`config.mk`:
```
export PLATFORM = sky130hd
export DESIGN_NAME = sys_mem_ctrl
export DESIGN_NICKNAME = d
export VERILOG_FILES = /design/src/rtl/sys_mem_ctrl.sv
export SDC_FILE = /design/constraint.sdc
export NUM_CORES = 1
export LEC_CHECK = 0
export CELL_PAD_IN_SITES_DETAIL_PLACEMENT = 1
export CELL_PAD_IN_SITES_GLOBAL_PLACEMENT = 1
export CORE_MARGIN = 2
export CORE_UTILIZATION = 44
export CTS_BUF_LIST = sky130_fd_sc_hd__clkbuf_4
export CTS_CLUSTER_DIAMETER = 120
export DETAILED_ROUTE_END_ITERATION = 16
export PLACE_DENSITY = 0.76
export SYNTH_ARGS = -nofsm -noshare
export SYNTH_HDL_FRONTEND = slang
export SYNTH_SLANG_ARGS = --single-unit
```
`constraint.sdc`:
```
create_clock -name Clk -period 3.1 [get_ports Clk]
set_input_delay 0.93 -clock Clk [delete_from_list [all_inputs] [get_ports Clk]]
set_output_delay 0.93 -clock Clk [all_outputs]
set_load 0.1 [all_outputs]
```
`src/rtl/sys_mem_ctrl.sv`:
```
// sys_mem_ctrl: processor-side memory controller with an in-order posted
// write buffer. Writes are queued and drained to memory one at a time while
// the controller is idle; reads are forwarded from the youngest matching
// buffered write, or go to memory when no buffered write matches.
module sys_mem_ctrl #(
    parameter int DEPTH = 4
) (
    input  logic        Clk,
    input  logic        Reset_n,
    input  logic [15:0] Addr,
    input  logic        RD,
    input  logic        WR,
    input  logic [15:0] DataOut,
    output logic [15:0] DataIn,
    output logic        RdValid,
    output logic        Stall,
    output logic        BufEmpty,
    output logic [15:0] mem_addr,
    output logic        mem_en,
    output logic        mem_we,
    output logic [15:0] mem_wdata,
    input  logic [15:0] mem_rdata,
    input  logic        mem_ready
);

    // Pointer width indexes DEPTH slots; the count needs one more bit so that
    // a full buffer (count == DEPTH) is distinguishable from an empty one.
    localparam int AW = $clog2(DEPTH);
    localparam int CW = AW + 1;

    typedef enum logic [1:0] {
        IDLE     = 2'd0,
        RD_WAIT  = 2'd1,
        WR_DRAIN = 2'd2
    } state_t;

    state_t          r_state;

    // Write buffer storage: address and data per slot, circular order.
    logic [15:0]     r_buf_addr [DEPTH];
    logic [15:0]     r_buf_data [DEPTH];
    logic [AW-1:0]   r_head;
    logic [AW-1:0]   r_tail;
    logic [CW-1:0]   r_count;

    // Address latched for a read miss while the memory read is outstanding.
    logic [15:0]     r_rd_addr;

    logic            w_full;
    logic            w_wr_acc;
    logic            w_rd_acc;
    logic            w_pop;
    logic            w_hit;
    logic [15:0]     w_hit_data;
    logic [AW-1:0]   w_slot [DEPTH];
    logic [DEPTH-1:0] w_match;

    assign w_full   = (r_count == CW'(DEPTH));
    assign BufEmpty = (r_count == '0);

    // A write wins over a simultaneous read; a read can only start from IDLE
    // because an issued memory transaction is never aborted.
    assign Stall    = (WR & w_full) | (RD & ~WR & (r_state != IDLE));
    assign w_wr_acc = WR & ~w_full;
    assign w_rd_acc = RD & ~WR & (r_state == IDLE);

    // The head entry leaves the buffer when memory completes its write.
    assign w_pop    = (r_state == WR_DRAIN) & mem_ready;

    // Compare the read address against every occupied slot. Offset gi counts
    // from the head (oldest) toward the tail (youngest), so a match at a
    // larger offset is a more recent write to the same address.
    genvar gi;
    generate
        for (gi = 0; gi < DEPTH; gi++) begin : g_cmp
            assign w_slot[gi]  = r_head + AW'(gi);
            assign w_match[gi] = (CW'(gi) < r_count) &&
                                 (r_buf_addr[w_slot[gi]] == Addr);
        end
    endgenerate

    // Pick the youngest matching entry: later offsets overwrite earlier ones.
    always_comb begin
        w_hit      = 1'b0;
        w_hit_data = '0;
        for (int i = 0; i < DEPTH; i++) begin
            if (w_match[i]) begin
                w_hit      = 1'b1;
                w_hit_data = r_buf_data[w_slot[i]];
            end
        end
    end

    // Buffer storage write at the tail; contents need no reset because the
    // count and pointers alone define which slots are valid.
    always_ff @(posedge Clk) begin
        if (w_wr_acc) begin
            r_buf_addr[r_tail] <= Addr;
            r_buf_data[r_tail] <= DataOut;
        end
    end

    // Buffer pointers and occupancy; a push and pop in the same cycle cancel.
    always_ff @(posedge Clk or negedge Reset_n) begin
        if (!Reset_n) begin
            r_head  <= '0;
            r_tail  <= '0;
            r_count <= '0;
        end else begin
            if (w_wr_acc) begin
                r_tail <= r_tail + AW'(1);
            end
            if (w_pop) begin
                r_head <= r_head + AW'(1);
            end
            case ({w_wr_acc, w_pop})
                2'b10:   r_count <= r_count + CW'(1);
                2'b01:   r_count <= r_count - CW'(1);
                default: r_count <= r_count;
            endcase
        end
    end

    // Control FSM with registered processor and memory outputs.
    always_ff @(posedge Clk or negedge Reset_n) begin
        if (!Reset_n) begin
            r_state   <= IDLE;
            r_rd_addr <= '0;
            DataIn    <= '0;
            RdValid   <= 1'b0;
            mem_en    <= 1'b0;
            mem_we    <= 1'b0;
            mem_addr  <= '0;
            mem_wdata <= '0;
        end else begin
            RdValid <= 1'b0;
            case (r_state)
                IDLE: begin
                    mem_en <= 1'b0;
                    mem_we <= 1'b0;
                    // Read hit: answer from the buffer, memory untouched.
                    if (w_rd_acc && w_hit) begin
                        DataIn  <= w_hit_data;
                        RdValid <= 1'b1;
                    end
                    if (w_rd_acc && !w_hit) begin
                        // Read miss: go fetch from memory.
                        r_rd_addr <= Addr;
                        mem_addr  <= Addr;
                        mem_en    <= 1'b1;
                        mem_we    <= 1'b0;
                        r_state   <= RD_WAIT;
                    end else if (r_count != '0) begin
                        // Something buffered: write the oldest entry out.
                        mem_addr  <= r_buf_addr[r_head];
                        mem_wdata <= r_buf_data[r_head];
                        mem_en    <= 1'b1;
                        mem_we    <= 1'b1;
                        r_state   <= WR_DRAIN;
                    end
                end

                RD_WAIT: begin
                    mem_en   <= 1'b1;
                    mem_we   <= 1'b0;
                    mem_addr <= r_rd_addr;
                    if (mem_ready) begin
                        DataIn  <= mem_rdata;
                        RdValid <= 1'b1;
                        mem_en  <= 1'b0;
                        r_state <= IDLE;
                    end
                end

                WR_DRAIN: begin
                    // Head entry stays put until the pop, so the request
                    // registers hold steady without being reloaded.
                    if (mem_ready) begin
                        mem_en  <= 1'b0;
                        mem_we  <= 1'b0;
                        r_state <= IDLE;
                    end
                end

                default: begin
                    mem_en  <= 1'b0;
                    mem_we  <= 1'b0;
                    r_state <= IDLE;
                end
            endcase
        end
    end

    // Occupancy can never exceed the buffer size.
    assert property (@(posedge Clk) disable iff (!Reset_n)
                     r_count <= CW'(DEPTH));

    // A memory write strobe is only meaningful with the enable asserted.
    assert property (@(posedge Clk) disable iff (!Reset_n)
                     mem_we |-> mem_en);

endmodule

```
# Word-level counts from Yosys, hierarchy flattened
# Memories as Yosys holds them, arrays and structs flattened.
# Index checks and enable logic that the tools add are counted.
op_classes:
  magnitude_cmp: 4
  add_sub_neg: 6
  bitwise_logic: 10
  reduce_logical: 19
  muxes: 31
  eq_ne: 14
ops:
  columns: ["operator", "count"]
  rows:
  - ["16-bit two-way mux", 8]
  - ["16-bit == test", 4]
  - ["16-bit case mux with 2 select lines", 2]
  - ["1-bit two-way mux", 13]
  - ["1-bit bitwise AND", 6]
  - ["1-bit logical AND", 6]
  - ["1-bit by 3-bit less-than comparator with 1-bit output (first input constant)", 2]
  - ["2-bit by 3-bit less-than comparator with 1-bit output (first input constant)", 2]
  - ["2-bit two-way mux", 3]
  - ["3-bit case mux with 2 select lines", 1]
  - ["2-bit AND reduction", 3]
  - ["3-bit AND reduction", 2]
  - ["2-bit nonzero test", 3]
  - ["2-bit by 1-bit adder with 2-bit output (second input constant)", 2]
  - ["2-bit adder (second input constant)", 2]
  - ["2-bit by 1-bit == test with 1-bit output (second input constant)", 2]
  - ["2-bit == test (second input constant)", 2]
  - ["2-bit by 1-bit != test with 1-bit output (second input constant)", 2]
  - ["2-bit != test (second input constant)", 2]
  - ["1-bit case mux with 2 select lines", 2]
  - ["2-bit case mux with 2 select lines", 1]
  - ["3-bit by 1-bit adder with 3-bit output (second input constant)", 1]
  - ["3-bit == test (second input constant)", 1]
  - ["3-bit zero test", 1]
  - ["9 further kinds", 11]
totals:
  n_memories: 2
  inputBits: 53
  output_inout_bits: 53
  regBits: 76
  ram_bits: 128
mem_list:
  columns: ["memory", "depth", "word_bits", "read_ports", "rd_ports_with_merged_regs", "wr", "line", "text"]
  rows:
  - ["r_buf_addr", 4, 16, 4, 0, 1, "40", "logic [15:0] r_buf_addr [DEPTH];"]
  - ["r_buf_data", 4, 16, 4, 0, 1, "41", "logic [15:0] r_buf_data [DEPTH];"]

# Logic depth before layout (Yosys ltp)
# Gate-level depths: netlist of run 1.
# An unclocked memory read counts as a cell.
logic_depth:
  ltp_word: 11
  mapped_depth: 18

# Worst setup path before layout of run 1
# OpenSTA, ideal clock, no wires.
synth_timing:
  kind: "register to output"
  startpoint: "reg r_state[0]"
  endpoint: "out Stall"
  n_path_buf: 2
  stages_incl_launch_ff: 6
  arrival_ns: 3.171
  slack_ns: -1.001
  required_time_ns: 2.170
  cell_sequence: "dfrtp_1 > inv_1 > ha_1 > clkbuf_1 > clkbuf_1 > o21ai_0"
synth_between:
  elab_chain_cells: 3
synth_rtl:
  columns: ["item", "line", "text"]
  rows:
  - ["from (decl)", "37", "state_t r_state;"]
  - ["from (signal assigned)", "127", "r_state <= IDLE;"]
  - ["from (signal assigned)", "152", "r_state <= RD_WAIT;"]
  - ["from (signal assigned)", "159", "r_state <= WR_DRAIN;"]
  - ["2-bit nonzero test", "63", "assign Stall = (WR & w_full) | (RD & ~WR & (r_state != IDLE));"]
  - ["1-bit bitwise AND", "63", null]
  - ["1-bit bitwise OR", "63", null]
  - ["to (decl)", "16", "output logic Stall,"]
# No other way between the ends.

# Final worst setup path of run 1
layout_timing:
  startpoint: "reg r_head[0]"
  endpoint: "reg mem_addr[15]"
layout_between:
  elab_chain_cells: 11
  elab_cells_between_ends: 23
  cone_classes: "add/sub (3); eq/ne (5); mux (7); reduce/logical (7); memory (1)"
layout_rtl:
  columns: ["item", "line", "text"]
  rows:
  - ["from (decl)", "42", "logic [AW-1:0] r_head;"]
  - ["from (signal assigned)", "114", "r_head <= r_head + AW'(1);"]
  - ["2-bit by 1-bit adder with 2-bit output / memory 4 x 16 bit (equally long branches)", null, null]
  - ["memory 4 x 16 bit (*)", null, null]
  - ["16-bit == test / 1-bit logical AND (equally long branches)", "78, 77", null]
  - ["1-bit logical AND / 1-bit two-way mux (equally long branches)", "77, 87", null]
  - ["1-bit two-way mux (3 in a row)", "87", "if (w_match[i]) begin"]
  - ["1-bit zero test", "146", "if (w_rd_acc && !w_hit) begin"]
  - ["1-bit logical AND", "146", null]
  - ["16-bit two-way mux / 3-bit by 1-bit != test with 1-bit output (equally long branches)", null, null]
  - ["16-bit case mux with 2 select lines / 2-bit AND reduction (equally long branches)", null, null]
  - ["to (signal assigned)", "149", "mem_addr <= Addr;"]
  - ["to (signal assigned)", "155", "mem_addr <= r_buf_addr[r_head];"]
  - ["to (signal assigned)", "166", "mem_addr <= r_rd_addr;"]
  - ["to (decl)", "18", "output logic [15:0] mem_addr,"]
# Mark *: on every way between the ends. The rest lies on a longest branch, timed or not. The select of a mux whose other input is x is not followed.
# A chain may end at the register's enable or synchronous reset.

==> results.sh, run 1 <==
export IMPL_ctsLongestPathBuffers=3
export IMPL_fmax_mhz=260
export IMPL_synth_mux_area_fraction_pct=17.7
export IMPL_firstDrtPassIters=6
export IMPL_cp_max_fo=7
export IMPL_initial_utilization_pct=44.9
export IMPL_rr_worst_depth=15
export IMPL_seq_area_um2=5750
export IMPL_cp_end_kind="flop"
export IMPL_gr_total_overflow=0
export IMPL_power_frac_seq_pct=21.3
export IMPL_synthSimpleGateAreaFrac_pct=12.5
export IMPL_r2r_end="mem_addr[15]"
export IMPL_setup_slack_ns=-0.750
export IMPL_drtIter0Drc=1608
export IMPL_ys_seq_area_share_pct=44.3
export IMPL_startpoint="r_head[0]"
export IMPL_p_comb_share_pct=66.5
export IMPL_fin_crit_sh_pct=124
export IMPL_p_sw_uw=10800
export IMPL_synth_fa_ha_area_share_pct=1.16
export IMPL_rows=62
export IMPL_multi_input_area_um2=7590
export IMPL_dp_cells=1836
export IMPL_endpoint="mem_addr[15]"
export IMPL_cts_buffers=56
export IMPL_syn2layout_area_growth_pct=40.4
export IMPL_synth_cells=1223
export IMPL_worst_path_stages=15
export IMPL_rrSetupSlack_ns=-0.75
export IMPL_synth_fp_nets=1288
export IMPL_wirelength_um=58400
export IMPL_critPathSlowestCell="mux4_2"
export IMPL_cts_hold_buffers=0
export IMPL_critPathRequiredTime_ns=3.73
export IMPL_p_leak_uw=0.00734
export IMPL_ant_nets=0
export IMPL_nNetsFinal=1633
export IMPL_slew_limit_headroom_pct=36.6
export IMPL_max_stage_delay_ns=0.54
export IMPL_worst_pin_slew_ns=0.952
export IMPL_htreeDepth=2
export IMPL_skew_ns=0.114
export IMPL_holdWs_ns=0.178
export IMPL_die_h_um=176
export IMPL_antenna_found_initial=2
export IMPL_clockPowerShare_pct=12.2
export IMPL_via_per_inst=6.48
export IMPL_dp_hpwl_um=33000
export IMPL_synth_flop_cell="edfxtp_1"
export IMPL_synth_compound_area_share_pct=14.2
export IMPL_report_final_slew_viol_count=0
export IMPL_outcome="finished, violations left"
export IMPL_drive_gt1_share_pct=41.3
export IMPL_post_route_min_period_ns=3.85
export IMPL_worst_endpoint_arrival_ns=4.48
export IMPL_hp_class="in -> async"
export IMPL_cts_tree="yes"
export IMPL_wire_per_inst_um=29.2
export IMPL_critical_path_top_delay_family="simple AND/OR/NAND/NOR gates"
export IMPL_async_flop_share_pct=37.3
export IMPL_synth_top_family_by_area="multiplexers"
export IMPL_core_um2=28900
export IMPL_crit_chain="buf_12 -> buf_8 -> mux4_2 -> xnor2_2 -> buf_4 -> nand2_2 -> or3_4 -> or3_4 -> nand4b_4 -> or2_4 -> buf_6 -> buf_4 -> buf_6 -> a31oi_2 -> o221ai_1"
export IMPL_grt_start_max_net_pins=67
export IMPL_synth_seq_cells=204
export IMPL_violations="negative setup slack"
export IMPL_avgSynthCellArea_um2=10.6
export IMPL_irDropWorstVdd_uv=487
export IMPL_fin_cells=1999
export IMPL_crit_buf_inv=6
export IMPL_clkLatencyLatePin_ns=0.78
export IMPL_setup_tns_ns=-39.67
export IMPL_synth_edf_count=128
export IMPL_yosysUniqueCellTypes=81
export IMPL_io_buffers=105
export IMPL_drc_errors=0
export IMPL_num_io_pins=106
export IMPL_p_per_area_nw_per_um2=1150
export IMPL_routed_via_count=13000
export IMPL_synth_xor_xnor_area_share_pct=5.07
export IMPL_grt_util_all_layers_pct=33.1
export IMPL_rsz0062_at_grt="true"
export IMPL_internal_power_uw=10200
export IMPL_gp_congestion=0.941
export IMPL_swShare_pct=51.4
export IMPL_die_w_um=176
export IMPL_maxCapViolCount=0
export IMPL_reg2reg_from="r_head[0]"
export IMPL_cts_sinks=204
export IMPL_critical_path_class="reg -> reg"
export IMPL_cts_clk_slew_worst_paths_ns=0.07
export IMPL_cts_root_buf="clkbuf_4"
export IMPL_dieArea_um2=30900
export IMPL_hold_viol=0
export IMPL_ys_warn_count=0
export IMPL_finalSetupViolations=71
export IMPL_grt_pass1_wl_um=77800
export IMPL_start_kind="flop"
export IMPL_syn_area_um2=13000
export IMPL_fill_cells=3066
export IMPL_grt_pass1_vias=12800
-- routing by layer --
| layer | GRT usage, % | wire, um | part of all wire [%] | vias to the layer above |
|---|---|---|---|---|
| li1 | - | - | - | 5296 |
| met1 | 45.6 | 22800 | 39 | 6506 |
| met2 | 51.0 | 26600 | 45 | 896 |
| met3 | 7.88 | 6260 | 11 | 260 |
| met4 | 11.8 | 2750 | 4.7 | 0 |
| met5 | 0 | 0 | 0 | - |
-- power by group through the flow --
stage	Clock (uW)	Combinational [uW]	Sequential (uW)
floorplan	0	5680	6210
global placement	0	10800	4320
detailed placement	0	11100	4380
CTS	2480	12300	4280
global route	2700	14400	4510
finish	2560	14000	4460
-- through the flow --
step | utilization [%] | instance area, um^2 | power, uW | setup WS, ns
6_report | 63.1 | 18200 | 21000 | -0.750
5_1_grt | 63.1 | 18200 | 21600 | -0.775
4_1_cts | 60.3 | 17400 | 19000 | -0.390
3_5_place_dp | 54.9 | 15900 | 15500 | -1.10
3_3_place_gp | 54.9 | 15900 | 15100 | -1.04
2_1_floorplan | - | 13200 | 11900 | -0.293
-- registers in the layout, summed over array words and instances, names as in the netlist --
signal      count
r_head          2
r_tail          2
mem_addr       16
r_count         3
mem_en          1
r_buf_addr     64
r_state         2
DataIn         16
r_rd_addr      16
mem_we          1
mem_wdata      16
RdValid         1
r_buf_data     64
-- how the worst min path moves through the flow --
stage / slack, ns / endpoint / cells after the start
after global routing: 0.20 / r_rd_addr[8] / 1
final: 0.18 / r_head[0] / 1
after global placement: 0.45 / r_rd_addr[1] / 2
after floorplan: 0.44 / r_rd_addr[12] / 2
after CTS: 0.16 / mem_en / 1
after detailed placement: 0.46 / r_rd_addr[13] / 2
-- layout make-up --
cell class / instances / share of cell area (%)
diodes: 2 / 0.0275
well taps: 384 / 2.64
inverters: 22 / 0.454
clock inverters: 21 / 0.488
repair buffers: 385 / 19.7
multi-input cells: 899 / 41.7
flip-flops and latches: 204 / 31.6
clock buffers: 82 / 3.38
-- cells by family (layout without fill, tap and decap cells) --
family | after synthesis | after routing
simple gates | 346 | 347
compound gates | 271 | 272
flops | 204 | 204
mux | 193 | 193
buf+inv | 122 | 510
xor+xnor | 75 | 75
fa+ha+maj | 12 | 12
other cells | 0 | 2
-- cells in the mapped netlist (6+ instances only) --
master | instances | area share (%)
or3_1 | 9 | 0.43
ha_1 | 12 | 1.2
a31oi_1 | 13 | 0.63
nor3_1 | 45 | 1.7
o211ai_1 | 28 | 1.6
mux4_2 | 20 | 3.5
mux2i_1 | 122 | 9.4
buf_6 | 11 | 0.96
nor2b_1 | 6 | 0.29
a2bb2oi_1 | 12 | 0.81
nor2_1 | 42 | 1.2
edfxtp_1 | 128 | 30
o21ai_0 | 58 | 2.2
nand3_1 | 25 | 0.97
o221ai_1 | 11 | 0.74
nand4_1 | 9 | 0.43
buf_2 | 14 | 0.54
buf_1 | 10 | 0.29
dfrtp_1 | 76 | 15
inv_1 | 22 | 0.64
a211oi_1 | 14 | 0.81
clkbuf_1 | 53 | 1.5
and2_1 | 7 | 0.34
nand2_1 | 171 | 5.0
mux2_2 | 44 | 3.8
a21oi_1 | 70 | 2.7
xor2_1 | 10 | 0.68
o21ai_1 | 9 | 0.35
xnor2_1 | 65 | 4.4
buf_4 | 8 | 0.46
-- cell usage in the layout, fill, tap and decap left out, drive strengths merged, types with 9 or more instances in the layout --
cell type / count
dfrtp: 76
mux4: 22
o211ai: 28
mux2: 44
inv: 22
and2: 9
mux2i: 127
a2bb2oi: 12
a31oi: 13
nand2: 171
nand3: 25
clkbuf: 84
or3: 9
nand4: 9
buf: 332
clkinv: 20
edfxtp: 128
nor3: 46
o221ai: 16
xnor2: 65
nor2: 42
o21ai: 67
a21oi: 71
a211oi: 15
xor2: 10
clkdlybuf4s50: 51
ha: 12
-- timing repair --
| item | in CTS | in global routing |
|---|---|---|
| gates cloned | 6 | 3 |
| resized for setup | 102 | 149 |
| pin swaps | 35 | 65 |
| endpoints found under the setup margin | 69 | 70 |
| setup buffers | 26 | 27 |
No activity file was read; power rests on OpenSTA's default activity.
==> run 2, diff against run 1 <==
SKIP_CTS_REPAIR_TIMING = 1   (was default)
==> results.sh, run 2 (same netlist as run 1, synthesis figures left out) <==
export IMPL_p_sw_uw=10300
export IMPL_die_h_um=176
export IMPL_fmax_mhz=259
export IMPL_report_final_slew_viol_count=0
export IMPL_hp_class="in -> async"
export IMPL_grt_pass1_wl_um=69400
export IMPL_internal_power_uw=9960
export IMPL_p_per_area_nw_per_um2=1140
export IMPL_worst_endpoint_arrival_ns=4.47
export IMPL_cts_clk_slew_worst_paths_ns=0.07
export IMPL_via_per_inst=6.30
export IMPL_clockPowerShare_pct=12.5
export IMPL_clkLatencyLatePin_ns=0.78
export IMPL_cts_sinks=204
export IMPL_p_comb_share_pct=65.5
export IMPL_dp_hpwl_um=33000
export IMPL_io_buffers=105
export IMPL_rr_worst_depth=11
export IMPL_htreeDepth=2
export IMPL_finalSetupViolations=69
export IMPL_swShare_pct=50.9
export IMPL_grt_start_max_net_pins=67
export IMPL_endpoint="DataIn[7]"
export IMPL_skew_ns=0.112
export IMPL_critical_path_class="reg -> reg"
export IMPL_core_um2=28900
export IMPL_wire_per_inst_um=28.0
export IMPL_p_total_uw=20300
export IMPL_cp_end_kind="flop"
export IMPL_reg_largest_list="r_buf_addr: 64 flops, r_buf_data: 64 flops"
export IMPL_drive_gt1_share_pct=39.9
export IMPL_p_leak_uw=0.00724
export IMPL_initial_utilization_pct=44.9
export IMPL_cts_root_buf="clkbuf_4"
export IMPL_final_cell_mix="buf_4, nand2_1, edfxtp_1, mux2i_1, clkbuf_4"
export IMPL_rsz0062_at_grt="true"
export IMPL_firstDrtPassIters=7
export IMPL_routed_via_count=12500
export IMPL_final_core_util_pct=61.9
export IMPL_cp_max_fo=35
export IMPL_violations="negative setup slack"
export IMPL_grt_pass1_vias=11900
export IMPL_maxCapViolCount=0
export IMPL_gp_congestion=0.941
export IMPL_irDropWorstVdd_uv=459
export IMPL_grt_util_all_layers_pct=29.2
export IMPL_drc_errors=0
export IMPL_ant_nets=0
export IMPL_syn2layout_area_growth_pct=37.9
export IMPL_rows=62
export IMPL_power_frac_seq_pct=22.1
export IMPL_rrSetupSlack_ns=-0.76
export IMPL_cts_tree="yes"
export IMPL_nNetsFinal=1615
export IMPL_setup_slack_ns=-0.763
export IMPL_outcome="finished, violations left"
export IMPL_reg2reg_from="r_head[1]"
export IMPL_antenna_found_initial=1
export IMPL_critPathRequiredTime_ns=3.71
export IMPL_fin_crit_sh_pct=125
export IMPL_layout_commonest_cell="buf_4"
export IMPL_gr_total_overflow=0
export IMPL_cts_buffers=56
export IMPL_die_w_um=176
export IMPL_worst_pin_slew_ns=0.971
export IMPL_slew_limit_headroom_pct=35.2
export IMPL_ctsLongestPathBuffers=3
export IMPL_dieArea_um2=30900
export IMPL_wirelength_um=55400
export IMPL_hold_viol=0
export IMPL_holdWs_ns=0.170
export IMPL_post_route_min_period_ns=3.86
export IMPL_num_io_pins=106
export IMPL_startpoint="r_head[1]"
export IMPL_r2r_end="DataIn[7]"
export IMPL_start_kind="flop"
export IMPL_drtIter0Drc=1239
==> run 2: how the worst min path moves through the flow <==
stage               slack, ns          start       endpoint
floorplan                0.44  r_rd_addr[12]  r_rd_addr[12]
global placement         0.45   r_rd_addr[1]   r_rd_addr[1]
detailed placement       0.46  r_rd_addr[13]  r_rd_addr[13]
CTS                      0.16        Reset_n         mem_en
global route             0.17        Reset_n         mem_en
finish                   0.17        Reset_n         mem_en
==> run 2: metrics by stage <==
step                setup slack, ns  cells  cell area (um^2)  TNS (ns)
global route                 -0.749   1980             17900    -38.61
detailed placement            -1.10   1836             15900    -60.32
finish                       -0.763   1980             17900    -37.99
global placement              -1.04   1836             15900    -56.38
floorplan                    -0.293   1223             13200     -8.73
CTS                          -0.693   1939             16600    -33.83
==> run 2: power groups by stage <==
| stage | Sequential, uW | Clock, uW | Combinational [uW] |
|---|---|---|---|
| 2_1_floorplan | 6210 | 0 | 5680 |
| 3_3_place_gp | 4320 | 0 | 10800 |
| 3_5_place_dp | 4380 | 0 | 11100 |
| 4_1_cts | 4330 | 2480 | 11200 |
| 5_1_grt | 4530 | 2700 | 13800 |
| 6_report | 4480 | 2530 | 13300 |
==> run 2: routing by layer <==
layer / wire length [um] / vias up / track usage (%)
li1: - / 5237 / -
met1: 22400 / 6255 / 43.3
met5: 0 / - / 0
met2: 24900 / 772 / 43.3
met4: 2690 / 0 / 8.57
met3: 5400 / 210 / 5.67
==> run 2: worst max-delay path: stages (launching register included) <==
cell and delay (ns):
dfrtp_4 0.59, buf_12 0.21, mux2i_2 0.37, xnor2_1 0.17, or4bb_4 0.57, mux2_4 0.29, or3_4 0.44, buf_12 0.21
or3_1 0.34, a21oi_1 0.19, o211a_1 0.18, o21ai_0 0.13
==> run 2: final cells by class <==
| cell class | instances | area (um^2) |
|---|---|---|
| antenna | 1 | 2.50 |
| clock buffer | 82 | 616 |
| clock inverter | 21 | 88.8 |
| fill | 3095 | 11000 |
| inverter | 22 | 85.1 |
| multi-input combinational | 897 | 7400 |
| sequential | 204 | 5750 |
| tap | 384 | 480 |
| timing repair buffer | 369 | 3440 |
